[src/rtl/bc_horner_seq_pkg.sv]
// Shared definitions for the Horner-rule control block (BC), its datapath (BO) and benches.
package bc_pkg;

    typedef enum logic [2:0] {
        ST_IDLE = 3'd0,
        ST_LOAD = 3'd1,
        ST_MUL  = 3'd2,
        ST_WAIT = 3'd3,
        ST_ACC  = 3'd4,
        ST_DONE = 3'd5,
        ST_ERR  = 3'd6
    } bc_state_e;

    // H-input mux select values seen by the datapath
    localparam logic M_H_COEF = 1'b0;
    localparam logic M_H_MAC  = 1'b1;

endpackage

[src/rtl/bc_horner_seq_timeout.sv]
// Clear/enable WAIT-cycle counter; hit_o flags the last permitted WAIT cycle.
module bc_timeout
    import bc_pkg::*;
#(
    parameter int unsigned TIMEOUT = 15
) (
    input  logic clk,
    input  logic rst,
    input  logic clr_i,
    input  logic en_i,
    output logic hit_o
);

    if (TIMEOUT == 0) begin : g_disabled
        logic unused_ok;
        assign unused_ok = &{1'b0, clk, rst, clr_i, en_i};
        assign hit_o     = 1'b0;
    end else begin : g_counter
        localparam int unsigned CW = $clog2(TIMEOUT + 1);

        logic [CW-1:0] cnt_q, cnt_d;

        always_comb begin
            cnt_d = cnt_q;
            if (clr_i) begin
                cnt_d = '0;
            end else if (en_i && (cnt_q != CW'(TIMEOUT))) begin
                // saturates at TIMEOUT instead of wrapping
                cnt_d = cnt_q + 1'b1;
            end
        end

        always_ff @(posedge clk or negedge rst) begin
            if (!rst) begin
                cnt_q <= '0;
            end else begin
                cnt_q <= cnt_d;
            end
        end

        assign hit_o = (cnt_q == CW'(TIMEOUT - 1));
    end

endmodule

[src/rtl/bc_horner_seq.sv]
// Moore control FSM sequencing H = a[GRAU]; H = H*x + a[i] for i = GRAU-1 .. 0.
module bc_horner_seq
    import bc_pkg::*;
#(
    parameter int unsigned GRAU      = 3,
    parameter int unsigned IDX_W     = (GRAU < 1) ? 1 : $clog2(GRAU + 1),
    parameter int unsigned TIMEOUT   = 15,
    parameter bit          HOLD_DONE = 1'b0
) (
    input  logic             clk,
    input  logic             rst,
    input  logic             permit_i,
    input  logic             cancel_i,
    input  logic             mul_ok_i,
    output logic             ready_o,
    output logic             feito_o,
    output logic             erro_o,
    output logic             lx_o,
    output logic             lh_o,
    output logic             m_h_o,
    output logic             mul_start_o,
    output logic [IDX_W-1:0] coef_idx_o
);

    bc_state_e        state_q, state_d;
    logic [IDX_W-1:0] idx_q, idx_d;
    logic             to_hit;

    bc_timeout #(.TIMEOUT(TIMEOUT)) u_timeout (
        .clk   (clk),
        .rst   (rst),
        .clr_i (state_q == ST_MUL),
        .en_i  (state_q == ST_WAIT),
        .hit_o (to_hit)
    );

    always_comb begin
        // NOTE: every comb output gets a default first, so no path can infer a latch.
        state_d = state_q;
        idx_d   = idx_q;
        unique case (state_q)
            ST_IDLE: if (permit_i) begin
                state_d = ST_LOAD;
                idx_d   = IDX_W'(GRAU);
            end
            ST_LOAD: if (GRAU == 0) begin
                state_d = ST_DONE;
            end else begin
                state_d = ST_MUL;
                idx_d   = idx_q - 1'b1;
            end
            ST_MUL:  state_d = ST_WAIT;
            ST_WAIT: if (mul_ok_i) begin
                state_d = ST_ACC;
            end else if (to_hit) begin
                state_d = ST_ERR;
            end
            ST_ACC: if (idx_q == '0) begin
                state_d = ST_DONE;
            end else begin
                state_d = ST_MUL;
                idx_d   = idx_q - 1'b1;
            end
            // a held permit keeps DONE so it cannot immediately restart the block
            ST_DONE: if (!HOLD_DONE || !permit_i) begin
                state_d = ST_IDLE;
            end
            ST_ERR:  state_d = ST_IDLE;
            default: state_d = ST_IDLE;
        endcase
        if (cancel_i) begin
            state_d = ST_IDLE;
            idx_d   = '0;
        end
    end

    always_ff @(posedge clk or negedge rst) begin
        // NOTE: state registers use non-blocking assignments so all flops update together.
        if (!rst) begin
            state_q <= ST_IDLE;
            idx_q   <= '0;
        end else begin
            state_q <= state_d;
            idx_q   <= idx_d;
        end
    end

    assign ready_o     = (state_q == ST_IDLE);
    assign feito_o     = (state_q == ST_DONE);
    assign erro_o      = (state_q == ST_ERR);
    assign lx_o        = (state_q == ST_LOAD);
    assign lh_o        = (state_q == ST_LOAD) || (state_q == ST_ACC);
    assign m_h_o       = (state_q == ST_ACC) ? M_H_MAC : M_H_COEF;
    assign mul_start_o = (state_q == ST_MUL);
    assign coef_idx_o  = idx_q;

endmodule

[config.mk]
export PLATFORM = sky130hd
export DESIGN_NAME = bc_horner_seq
export DESIGN_NICKNAME = d
export VERILOG_FILES = /design/src/rtl/bc_horner_seq_pkg.sv /design/src/rtl/bc_horner_seq_timeout.sv /design/src/rtl/bc_horner_seq.sv
export SDC_FILE = /design/constraint.sdc
export NUM_CORES = 1
export LEC_CHECK = 0
export BUFFER_PORTS_ARGS = -buffer_cell sky130_fd_sc_hd__buf_2
export CAP_MARGIN = 30
export CORE_MARGIN = 2
export CORE_UTILIZATION = 30
export DETAILED_ROUTE_END_ITERATION = 8
export SLEW_MARGIN = 30
export SYNTH_ARGS = -nofsm -noshare
export SYNTH_HDL_FRONTEND = slang
export SYNTH_HIERARCHICAL = 1
export SYNTH_SLANG_ARGS = --single-unit
[constraint.sdc]
create_clock -name clk -period 2.3 [get_ports clk]
set_input_delay 0 -clock clk [delete_from_list [all_inputs] [get_ports clk]]
set_output_delay 0 -clock clk [all_outputs]
set_load 0.03 [all_outputs]
---- Word-level counts from Yosys, hierarchy flattened ----
Cells that the tools add are included.
Widths: inputs -> output; s select.
storage, ports and cells
  word-level logic and storage cells ...... 37
  bits in registers ....................... 9
  output and inout bits ................... 9
  bits of input ports ..................... 5
cells by class
  equality and inequality tests ........... 11
  add/subtract/negate cells ............... 2
  reduce and logical (&&, ||, !) cells .... 8
  multiplexer cells ....................... 13
operators by type and width
  cell                 number
  $mux 3               5
  $pmux 3 s5           1
  $eq 3x3->1 const B   3
  $mux 4               2
  $ne 4x4->1 const B   2
  $eq 3x2->1 const B   2
  $mux 2               3
  $ne 3x3->1 const B   2
  $pmux 2 s3           1
  $add 4x1->4 const B  1
  $eq 4x4->1 const B   1
  $reduce_bool 4->1    1
  $eq 3x1->1 const B   1
  $logic_not 3->1      1
  $reduce_and 3->1     1
  $logic_not 2->1      1
  $reduce_and 2->1     1
  $reduce_bool 2->1    1
  $sub 2x1->2 const B  1
  $logic_and 1x1->1    1
  $logic_or 1x1->1     1
  $mux 1               1

---- Longest topological paths before layout ----
Gate-level depths: netlist of run 1.
  depth in word-level cells ............... 5
  gate-level depth with buffers ........... 6
  depth with buffers taken out ............ 6

---- Cells and area by module ----
Netlist of run 1, hierarchy kept.
by module, submodules not included
  module         cells each  sequential area each (µm²)  times used  area an instance (µm²)
  bc_horner_seq  49          125.1                       1           385.4
  bc_timeout     23          100.1                       1           251.5

---- Least setup slack after synthesis of run 1 ----
OpenSTA, ideal clock, no wires.
  path type ............................... register -> register
  start ................................... register state_q[1]
  end ..................................... register u_timeout.g_counter.cnt_q[0]
  setup slack ............................. 192 ps
  clock period less this slack ............ 2108 ps
  path buffers ............................ 1
  library setup time ...................... 125 ps
  data required time ...................... 2175 ps
  arrival ................................. 1983 ps
  stages on the path, launching flop included .. 6
  path through ............................ dfrtp_1 -> buf_2 -> inv_1 -> nor3_1 -> nor2_1 -> mux2_4
on the way
  elaborated cells between the ends (all ways) .. 5
  those cells by class .................... 2 x eq/ne; 1 x mux; 2 x reduce/logical
RTL lines
  what                                                line                         text
  start, declared                                     bc_horner_seq.sv:25          bc_state_e state_q, state_d;
  start signal, assigned                              bc_horner_seq.sv:83          state_q <= state_d;
  $eq 3x2->1 *                                        n/a
  named net mul_start_o                               bc_horner_seq.sv:21          output logic mul_start_o,
  $mux 4 / $reduce_bool 2->1 (equally long branches)  n/a
  end signal, assigned                                bc_horner_seq_timeout.sv:37  cnt_q <= cnt_d;
  end, declared                                       bc_horner_seq_timeout.sv:21  logic [CW-1:0] cnt_q, cnt_d;
Mark *: on every way through the listed nets, which the timed path passes. The rest lies on a longest branch.
A chain may end at the register's enable or synchronous reset.

---- Worst setup path after layout of run 1 ----
  start ................................... register idx_q[0], in the netlist coef_idx_o[0]
  end ..................................... register idx_q[1], in the netlist coef_idx_o[1]
on the way
  longest elaborated chain between the ends .. 4
  elaborated cells between the ends (all ways) .. 7
  those cells by class .................... 1 x add/sub; 1 x eq/ne; 3 x mux; 2 x reduce/logical
ends and longest elaborated chain
  what                    line                                      text
  start, declared         bc_horner_seq.sv:26                       logic [IDX_W-1:0] idx_q, idx_d;
  start signal, assigned  bc_horner_seq.sv:84                       idx_q <= idx_d;
  $sub 2x1->2             bc_horner_seq.sv:50, bc_horner_seq.sv:62
  $mux 2                  bc_horner_seq.sv:58                       ST_ACC: if (idx_q == '0) begin
  $pmux 2 s3              bc_horner_seq.sv:41                       unique case (state_q)
  $mux 2                  bc_horner_seq.sv:71                       if (cancel_i) begin
Parallel ways exist; a longest one is shown, timed or not. The select of a mux whose other input is x is not followed.

==> impl_results.md, run 1 <==
- Yosys warns: 6
- Critical Path Start Type: register
- Critical Path Max Stage Delay: 0.41 ns
- Io pins: 14
- Routability-driven placement congestion ratio: 0.778
- Seq/Total Area, Yosys: 35.4%
- Routed Antenna Nets: 0
- Final clock skew: 0.00306 ns
- Setup violations, final: 0
- Clock tree sinks: 9
- Max_cap viols: 0
- Worst Path Required: 2.47 ns
- Die area: 2510 um^2
- DP HPWL: 969 um
- CP max-delay cell: or3b_1
- Synth Instances: 72
- Die extent in y: 50.1 um
- Critical Path AT: 1.75 ns
- Root buf cell: clkbuf_4
- PwrDens: 600 nW/um^2
- RSZ-0062 raised after global routing: false
- Status: finished clean
- First-pass GRT wire length: 2.34 mm
- Final WL: 1.27 mm
- Worst min path class: in2reg
- DRC Markers: 0
- Largest net degree at the start of global routing: 17
- Slew Viols, Final: 0
- DIE WIDTH: 50.1 um
- Antenna diodes: 0
- Placed cell count: 110
- Via count of the first global-routing pass: 536
- CP Capture Type: register
- Fraction of layout instances using a drive strength above 1: 25.8%
- Row cnt: 16
- Worst Setup Path Type: reg2reg
- Clock Latency Late Sink: 0.25 ns
- Final Hold Fails: 0
- TritonRoute pass-1 iters: 2
- CTS Buffer Depth: 2
- Worst slew pin tran: 0.419 ns
- Commonest cells after routing, fill and taps aside: buf_2, nor2_1, dfrtp_1, a21oi_1, nor3_1
- Setup TNS: 0 ns
- Max VDD drop: 0.334 mV
- Commonest non-fill, non-tap cell in the layout: buf_2
- Mapped Avg Cell Area: 8.85 um^2
- Fin crit period: 1.59 ns
- Overall Global Routing Usage: 12.0%
- Area grow syn2layout: 21.6%
- Core area: 1980 um^2
- DR vias: 551
- TritonCTS buffer count: 3
- Starting Density: 32.1%
- Unique masters post-synth: 29
- Antenna violations before repair: 0
- Slew headroom: 72.1%
- FF+latch count, synth: 9
- F_max: 631 MHz
- Port Buffers: 13
- H-tree depth: 1
- Non-Filler Instances: 116
- CP max FO: 5
- Grt total ovfl: 0
- Reg clk slew, reported paths: 0.06 ns
- Syn_nets: 80
- Worst path cell trace: inv_1 -> ha_1 -> or3b_1 -> a21o_1 -> a211oi_2
- Leakage power total: 0.382 nW
- Initial drt markers: 6
- WHS: 0.0398 ns
- CTS tree: yes
- Mapped cell area: 637 um^2
- Wire per inst: 10.9 um
- Nets: 98
- Share of the cycle needed by the critical path after routing: 68.9%
- DR vias/cell: 4.75
[cells by family (layout without fill, tap and decap cells)]
logic type / Yosys count / in the layout / share of synthesized area [%]
buffers and inverters: 7 / 24 / 4.71
AND/OR/NAND/NOR: 33 / 33 / 30.5
multiplexers: 2 / 2 / 4.72
adder cells (fa/ha/maj): 3 / 3 / 5.89
flip-flops: 9 / 9 / 35.4
AO/OA/AOI/OAI: 18 / 18 / 18.9
[per-layer routing]
layer | track usage (%) | wire, um
met5 | 0 | 0
met4 | 4.17 | 0
met3 | 1.82 | 47
met2 | 20.2 | 609
met1 | 15.6 | 612
[what timing repair did]
action                    in CTS  in global routing
setup buffers                  0                  0
gates resized for setup        0                  0
hold endpoints to repair      13                  0
hold buffers                   2                  0
[where the power goes]
group | switching [W] | internal, W
clock network | 0.0000486 | 0.0000664
logic | 0.0000825 | 0.0000641
registers | 0.0000280 | 0.000175
[cell usage after synthesis]
library cell  count  share of area (%)
a211oi_2          1                2.0
or2_0             1               0.98
dfrtp_1           9                 35
nand4_1           1               0.98
nor3b_1           1                1.2
inv_1             4                2.4
nor2b_4           1                2.2
and3_2            1                1.2
a211o_1           1                1.4
nor2_1            9                5.3
and3b_1           1                1.4
nand2b_1          4                3.9
o211a_1           1                1.6
o311ai_0          1                1.4
ha_1              3                5.9
nand2_1           3                1.8
and3_4            1                1.8
and3_1            1               0.98
and4b_1           1                1.6
buf_2             3                2.4
mux2_4            2                4.7
o21ai_0           3                2.4
o21bai_1          1                1.2
o32a_1            1                1.6
nor2b_1           2                2.0
a21o_1            1                1.2
nor3_1            5                3.9
or3b_1            1                1.4
a21oi_1           8                6.3
[critical path: cells and delay by family, from the launching register on]
| kind | cells | cell delay [ns] |
|---|---|---|
| AO/OA/AOI/OAI | 2 | 0.38 |
| AND/OR/NAND/NOR | 1 | 0.41 |
| buffers and inverters | 1 | 0.07 |
| adder cells (fa/ha/maj) | 1 | 0.25 |
| flip-flops | 1 | 0.39 |
[path summary, 6_finish.rpt]
| check | start | to | slack [ns] | cells past startpoint |
|---|---|---|---|---|
| min in group asynchronous | rst | u_timeout/g_counter.cnt_q[3]$_DFFE_PN0P_ | 0.12 | 2 |
| setup reg to reg | coef_idx_o[0]$_DFFE_PN0P_ | coef_idx_o[1]$_DFFE_PN0P_ | 0.71 | 5 |
| hold reg to reg | coef_idx_o[1]$_DFFE_PN0P_ | coef_idx_o[1]$_DFFE_PN0P_ | 0.57 | 2 |
| max in group asynchronous | rst | state_q[2]$_DFFE_PN0P_ | 2.00 | 2 |
| setup / recovery | coef_idx_o[0]$_DFFE_PN0P_ | coef_idx_o[1]$_DFFE_PN0P_ | 0.71 | 5 |
| hold / removal | mul_ok_i | state_q[0]$_DFFE_PN0P_ | 0.04 | 4 |
[final cells by class]
| type | instances | area, um^2 |
|---|---|---|
| Clock buffer | 4 | 26.3 |
| Fill cell | 211 | 1210 |
| Inverter | 4 | 15.0 |
| Multi-Input combinational cell | 56 | 382 |
| Sequential cell | 9 | 225 |
| Tap cell | 27 | 33.8 |
| Timing Repair Buffer | 16 | 92.6 |
[sequential cells by signal (all words and copies together), names as in the netlist]
| register | count |
|---|---|
| coef_idx_o | 2 |
| state_q | 3 |
| u_timeout/g_counter.cnt_q | 4 |
[stage by stage]
stage / setup WS [ns] / instance area [um^2] / power [W] / utilization (%)
CTS: 0.713 / 774 / 0.000474 / 39.1
floorplan: 0.192 / 637 / 0.000311 / -
global route: 0.588 / 774 / 0.000507 / 39.1
finish: 0.715 / 774 / 0.000465 / 39.1
global placement: 0.723 / 728 / 0.000350 / 36.7
detailed placement: 0.729 / 728 / 0.000352 / 36.7
Note: power is estimated with default switching activity, not from simulation.
==> inputs of run 2 (changes only) <==
--- a/config.mk
+++ b/config.mk
@@ -5,6 +5,7 @@
 export SDC_FILE = /design/constraint.sdc
 export NUM_CORES = 1
 export LEC_CHECK = 0
+export ABC_AREA = 1
 export BUFFER_PORTS_ARGS = -buffer_cell sky130_fd_sc_hd__buf_2
 export CAP_MARGIN = 30
 export CORE_MARGIN = 2
==> constraint.sdc (replaced) <==
create_clock -name clk -period 1.4 [get_ports clk]
set_input_delay 0 -clock clk [delete_from_list [all_inputs] [get_ports clk]]
set_output_delay 0 -clock clk [all_outputs]
set_load 0.03 [all_outputs]
==> impl_results.md, run 2 <==
- Commonest cells after routing, fill and taps aside: nand2_1, inv_1, buf_2, nand3_1, dfrtp_1 (was buf_2, nor2_1, dfrtp_1, a21oi_1, nor3_1)
- Worst Setup Path Type: reg2out (was reg2reg)
- Nets: 114 (was 98)
- RSZ-0062 raised after global routing: false (unchanged)
- Antenna diodes: 0 (unchanged)
- Seq/Total Area, Yosys: 36.7% (was 35.4%)
- Largest family of logic cells by synthesized area: simple AND/OR/NAND/NOR gates (unchanged)
- Top-count cell post-synth: nand2_1
- PwrDens: 1300 nW/um^2 (was 600 nW/um^2)
- Largest reg by FF count: u_timeout/g_counter.cnt_q (unchanged)
- Post-Synth XOR/XNOR Area: 1.43% (was 0%)
- Starting Density: 31.6% (was 32.1%)
- Hold Path Stages: 4 (unchanged)
- Routed Antenna Nets: 0 (unchanged)
- Setup TNS: 0 ns (unchanged)
- Async set or reset register ratio after synthesis: 100% (unchanged)
- RR Startpoint: u_timeout/g_counter.cnt_q[0]$_DFFE_PN0P_ (was coef_idx_o[0]$_DFFE_PN0P_)
- DIE WIDTH: 49.2 um (was 50.1 um)
- Area grow syn2layout: 24.5% (was 21.6%)
- Mapped Avg Cell Area: 7.13 um^2 (was 8.85 um^2)
- Antenna violations before repair: 0 (unchanged)
- Fraction of layout instances using a drive strength above 1: 23.8% (was 25.8%)
- Syn_nets: 94 (was 80)
- Fin crit period: 1.28 ns
- CTS tree: yes (unchanged)
- Unique masters post-synth: 21 (was 29)
- Design area: 763 um^2 (was 774 um^2)
- TritonCTS buffer count: 3 (unchanged)
- Reg2Reg Depth: 6 (was 5)
- CP max FO: 7 (was 5)
- Core area: 1940 um^2 (was 1980 um^2)
- Final Hold Fails: 0 (unchanged)
- Worst Path Buf+Inv: 1 (unchanged)
- Worst min path class: in2reg (unchanged)
- Hold wc startpoint: mul_ok_i (unchanged)
- Crit path max-delay family: flip-flops (was simple AND/OR/NAND/NOR gates)
- Worst path cell trace: nor2_4 -> nand2_2 -> nand2_2 -> buf_2 (was inv_1 -> ha_1 -> or3b_1 -> a21o_1 -> a211oi_2)
- Mapped cell area: 613 um^2 (was 637 um^2)
- Final WL: 1.31 mm (was 1.27 mm)
- Post-synth top area share: 36.7% (was 35.4%)
- Critical Path Start Type: register (unchanged)
- F_max: 783 MHz
- Share of the cycle needed by the critical path after routing: 91.3%
- Root buf cell: clkbuf_4 (unchanged)
- Overall Global Routing Usage: 12.0% (about the same)
- Routability-driven placement congestion ratio: 0.740 (was 0.778)
- Die area: 2420 um^2 (was 2510 um^2)
- DR vias: 579 (was 551)
- Post-synthesis mux area share: 0% (was 4.72%)
- DP HPWL: 1.07 mm (was 969 um)
- Compound-Gate Fraction of Synth Area: 6.12% (was 18.9%)
- Setup violations, final: 0 (unchanged)
- TritonRoute pass-1 iters: 4 (was 2)
- Leakage power total: 0.459 nW (was 0.382 nW)
- Critical Path AT: 1.28 ns (was 1.75 ns)
- Hold Path End: state_q[0]$_DFFE_PN0P_ (unchanged)
- Cell Area, Placed: 712 um^2 (was 728 um^2)
- Slew headroom: 82.3% (was 72.1%)
- Grt total ovfl: 0 (unchanged)
- Largest net degree at the start of global routing: 10 (was 17)
- Commonest cells in the netlist: nand2_1, inv_1, dfrtp_1, nand3_1, nor2_1 (was dfrtp_1, nor2_1, a21oi_1, nor3_1)
- Clock Latency Late Sink: 0.26 ns (was 0.25 ns)
- Worst slew pin tran: 0.265 ns (was 0.419 ns)
- R2R setup slack: 0.13 ns (was 0.71 ns)
- Max reg flops: 4 (unchanged)
- Slew Viols, Final: 0 (unchanged)
- Max VDD drop: 0.687 mV (was 0.334 mV)
- CP Capture Type: primary output (was register)
- Synth Instances: 86 (was 72)
- EDFF count, synth: 0 (unchanged)
- DR vias/cell: 4.39 (was 4.75)
- CTS Buffer Depth: 2 (unchanged)
- Port Buffers: 13 (unchanged)
- Via count of the first global-routing pass: 551 (was 536)
- Status: finished clean (unchanged)
- Final clock skew: 0.00397 ns (was 0.00306 ns)
- DRC Markers: 0 (unchanged)
- Yosys warns: 6 (unchanged)
- Main area contributors after synthesis: dfrtp_1, nand2_1, inv_1 (was dfrtp_1, a21oi_1, ha_1)
- R2r endpoint: state_q[2]$_DFFE_PN0P_ (was coef_idx_o[1]$_DFFE_PN0P_)
- First-pass GRT wire length: 2.23 mm (was 2.34 mm)
- Adder-cell share of the synthesized area: 6.12% (was 5.89%)
- Yosys top cell by area: dfrtp_1 (unchanged)
- Reg clk slew, reported paths: 0.06 ns (about the same)
- Commonest non-fill, non-tap cell in the layout: nand2_1 (was buf_2)
- Simple-gate portion of the synthesized area: 37.8% (was 30.5%)
- Clock tree sinks: 9 (unchanged)
- Max_cap viols: 0 (unchanged)
- Crit path depth: 4 (was 5)
- Dominant synthesized flop cell: dfrtp_1 (unchanged)
- Initial drt markers: 5 (was 6)
- Die extent in y: 49.2 um (was 50.1 um)
- Row cnt: 16 (unchanged)
- Worst Path Required: 1.40 ns (was 2.47 ns)
- Io pins: 14 (unchanged)
- Wire per inst: 9.92 um (was 10.9 um)
- FF+latch count, synth: 9 (unchanged)
- Most used cell, CP: nand2_2
- CP max-delay cell: dfrtp_1 (was or3b_1)
- H-tree depth: 1 (unchanged)
- Critical Path Max Stage Delay: 0.47 ns (was 0.41 ns)
run 2: worst min-delay path, delay by kind of cell:
family,cells,cell delay [ns]
AND/OR/NAND/NOR,2,0.09
AO/OA/AOI/OAI,1,0.06
buffers and inverters,1,0.08
run 2: final cells by class:
class	instances	area [um^2]
repair buffers	15	85.1
fillers	219	1180
clock buffers	4	26.3
multi-input cells	58	320
flip-flops and latches	9	225
well taps	27	33.8
inverters	19	72.6
run 2: how the worst max path moves through the flow:
stage / from / to / slack [ns]
after floorplan: state_q[2]$_DFFE_PN0P_ / u_timeout/g_counter.cnt_q[3]$_DFFE_PN0P_ / 0.05
after global placement: u_timeout/g_counter.cnt_q[0]$_DFFE_PN0P_ / state_q[2]$_DFFE_PN0P_ / 0.14
after detailed placement: u_timeout/g_counter.cnt_q[0]$_DFFE_PN0P_ / state_q[2]$_DFFE_PN0P_ / 0.12
after CTS: state_q[0]$_DFFE_PN0P_ / ready_o / 0.06
after global routing: state_q[2]$_DFFE_PN0P_ / u_timeout/g_counter.cnt_q[1]$_DFFE_PN0P_ / 0.007
final: state_q[0]$_DFFE_PN0P_ / lh_o / 0.12
run 2: logic make-up (layout without fill, tap and decap cells):
kind of cell             Yosys count  count (layout)
AO/OA/AOI/OAI                      7               7
XOR/XNOR                           1               1
adder cells (fa/ha/maj)            3               3
buffers and inverters             19              38
flip-flops                         9               9
AND/OR/NAND/NOR                   47              47
run 2: metal layers:
layer | GRT usage, % | vias up | part of all wire [%]
met1 | 14.5 | 258 | 49
met4 | 5.71 | 0 | 0
met3 | 3.68 | 0 | 4.4
li1 | - | 308 | -
met2 | 19.4 | 13 | 46
met5 | 0 | - | 0
run 2: where the power goes:
group	leakage [nW]	switching (W)	internal, W	total [W]
Clock	0.0150	0.0000895	0.000110	0.000199
Sequential	0.119	0.0000734	0.000316	0.000389
Combinational	0.326	0.000270	0.000136	0.000406
Total	0.459	0.000433	0.000561	0.000995
run 2: what timing repair did:
item	in CTS	in global routing
resized for setup	0	1
buffers inserted	0	0
endpoints found under the setup margin	0	2
hold buffers	2	0
endpoints found under the hold margin	10	0
run 2: metrics by stage:
step                      utilization (%)  hold WS, ns  total power, W  setup slack (ns)  cells
after floorplan                         -       -0.296        0.000679            0.0519     86
after CTS                            39.0       0.0290         0.00101            0.0604    132
after global placement               36.7       -0.137        0.000785             0.141    126
after global routing                 39.3       0.0190         0.00109           0.00679    132
after detailed placement             36.7       -0.133        0.000795             0.123    126
final                                39.3       0.0308        0.000995             0.122    132
==> inputs of run 3 (changes only) <==
--- a/config.mk
+++ b/config.mk
@@ -11,6 +11,7 @@
 export CORE_MARGIN = 2
 export CORE_UTILIZATION = 30
 export DETAILED_ROUTE_END_ITERATION = 8
+export PLACE_DENSITY = 0.53
 export SLEW_MARGIN = 30
 export SYNTH_ARGS = -nofsm -noshare
 export SYNTH_HDL_FRONTEND = slang
==> impl_results.md, run 3 (synthesis gave the netlist of run 2 again) <==
- Status: finished clean (unchanged)
- Critical Path AT: 1.29 ns (was 1.28 ns)
- Worst Setup Path Type: reg2out (unchanged)
- Starting Density: 31.6% (unchanged)
- Grt total ovfl: 0 (unchanged)
- Row cnt: 16 (unchanged)
- Final setup margin: 0.111 ns (was 0.122 ns)
- Commonest non-fill, non-tap cell in the layout: nand2_1 (unchanged)
- CTS Buffer Depth: 2 (unchanged)
- Routed Antenna Nets: 0 (unchanged)
- Wire per inst: 9.24 um (was 9.92 um)
- CP Capture Type: primary output (unchanged)
- Largest reg by FF count: u_timeout/g_counter.cnt_q (unchanged)
- Layout Utilization: 39.4% (was 39.3%)
- Max_cap viols: 0 (unchanged)
- Port Buffers: 13 (unchanged)
- Design area: 766 um^2 (was 763 um^2)
- Routability-driven placement congestion ratio: 0.665 (was 0.740)
- Die extent in y: 49.2 um (unchanged)
- Max VDD drop: 0.747 mV (was 0.687 mV)
- CP max-delay cell: dfrtp_1 (unchanged)
- Leakage power total: 0.463 nW (was 0.459 nW)
- Max reg flops: 4 (unchanged)
- RSZ-0062 raised after global routing: false (unchanged)
- CP max FO: 7 (unchanged)
- Area grow syn2layout: 24.9% (was 24.5%)
- Final total power: 0.000982 W (was 0.000995 W)
- PwrDens: 1280 nW/um^2 (was 1300 nW/um^2)
- Critical Path Max Stage Delay: 0.45 ns (was 0.47 ns)
- DR vias: 570 (was 579)
- Final Hold Fails: 0 (unchanged)
- Antenna diodes: 0 (unchanged)
- Via count of the first global-routing pass: 531 (was 551)
- Critical Path Start Type: register (unchanged)
- Worst slew pin tran: 0.233 ns (was 0.265 ns)
- Worst path cell trace: nor2_2 -> nand2_2 -> nand2_2 -> buf_2 (was nor2_4 -> nand2_2 -> nand2_2 -> buf_2)
- DR vias/cell: 4.29 (was 4.39)
- Cell Area, Placed: 719 um^2 (was 712 um^2)
- Commonest cells after routing, fill and taps aside: nand2_1, inv_1, buf_2, nand3_1, dfrtp_1 (unchanged)
- Setup TNS: 0 ns (unchanged)
- Root buf cell: clkbuf_4 (unchanged)
- Worst min path class: in2reg (unchanged)
- Nets: 115 (was 114)
- Share of the cycle needed by the critical path after routing: 92.1% (was 91.3%)
- Fin crit period: 1.29 ns (was 1.28 ns)
- TritonCTS buffer count: 3 (unchanged)
- Overall Global Routing Usage: 11.2% (was 12.0%)
- DRC Markers: 0 (unchanged)
- Final WL: 1.23 mm (was 1.31 mm)
- TritonRoute pass-1 iters: 4 (unchanged)
- Reg clk slew, reported paths: 0.06 ns (about the same)
- Largest net degree at the start of global routing: 10 (unchanged)
- DP HPWL: 1.01 mm (was 1.07 mm)
- Slew Viols, Final: 0 (unchanged)
- F_max: 776 MHz (was 783 MHz)
- Final clock skew: 0.00146 ns (was 0.00397 ns)
- Most used cell, CP: nand2_2 (unchanged)
- CTS tree: yes (unchanged)
- DIE WIDTH: 49.2 um (unchanged)
- Fraction of layout instances using a drive strength above 1: 24.5% (was 23.8%)
- Pre-CTS setup slack: 0.141 ns (was 0.123 ns)
- Clock tree sinks: 9 (unchanged)
- Initial drt markers: 4 (was 5)
- First-pass GRT wire length: 2.14 mm (was 2.23 mm)
- Core area: 1940 um^2 (unchanged)
- Antenna violations before repair: 0 (unchanged)
- H-tree depth: 1 (unchanged)
- Die area: 2420 um^2 (unchanged)
- Io pins: 14 (unchanged)
- Post-CTS Resized: 0 (unchanged)
- Clock Latency Late Sink: 0.26 ns (about the same)
- Slew headroom: 84.3% (was 82.3%)
- Worst Path Required: 1.40 ns (about the same)
- Setup violations, final: 0 (unchanged)
## run 3: stage by stage
step	std cells	hold WS [ns]
final	133	0.0246
after CTS	133	0.0227
after global routing	133	0.0409
after detailed placement	127	-0.134
after global placement	127	-0.136
after floorplan	86	-0.296
## run 3: path summary, 6_finish.rpt
check,startpoint,to,slack (ns),cells past startpoint
setup / recovery,state_q[0]$_DFFE_PN0P_,lh_o,0.11,4
hold / removal,mul_ok_i,state_q[0]$_DFFE_PN0P_,0.02,4
setup reg to reg,u_timeout/g_counter.cnt_q[0]$_DFFE_PN0P_,state_q[2]$_DFFE_PN0P_,0.13,6
hold reg to reg,u_timeout/g_counter.cnt_q[1]$_DFFE_PN0P_,u_timeout/g_counter.cnt_q[1]$_DFFE_PN0P_,0.56,2
max in group asynchronous,rst,state_q[1]$_DFFE_PN0P_,1.10,2
min in group asynchronous,rst,u_timeout/g_counter.cnt_q[1]$_DFFE_PN0P_,0.12,2
## run 3: critical path, delay by kind of cell, from the launching register on
kind / cells / cell delay (ns)
buffers and inverters: 1 / 0.19
DFF: 1 / 0.45
and+or+nand+nor: 3 / 0.39
## run 3: layout make-up
class,count,area [um^2]
tap,27,33.8
inverter,19,72.6
sequential,9,225
timing repair buffer,16,92.6
clock buffer,4,26.3
fill,228,1180
multi-input combinational,58,315
## run 3: what timing repair did
item,in CTS,in global routing
hold buffers,2,0
endpoints found under the hold margin,10,0
setup buffers,0,0
## run 3: report_power, final
part	internal, W	total (W)	switching (W)
registers	0.000316	0.000381	0.0000649
logic	0.000133	0.000400	0.000267
clock network	0.000110	0.000202	0.0000917
## run 3: routing by layer
layer / global-route usage [%] / routed length, um / up-vias
met1: 13.7 / 586 / 245
met2: 18.7 / 577 / 14
met4: 5.71 / 0 / 0
li1: - / - / 311
met5: 0 / 0 / -
met3: 2.15 / 65 / 0
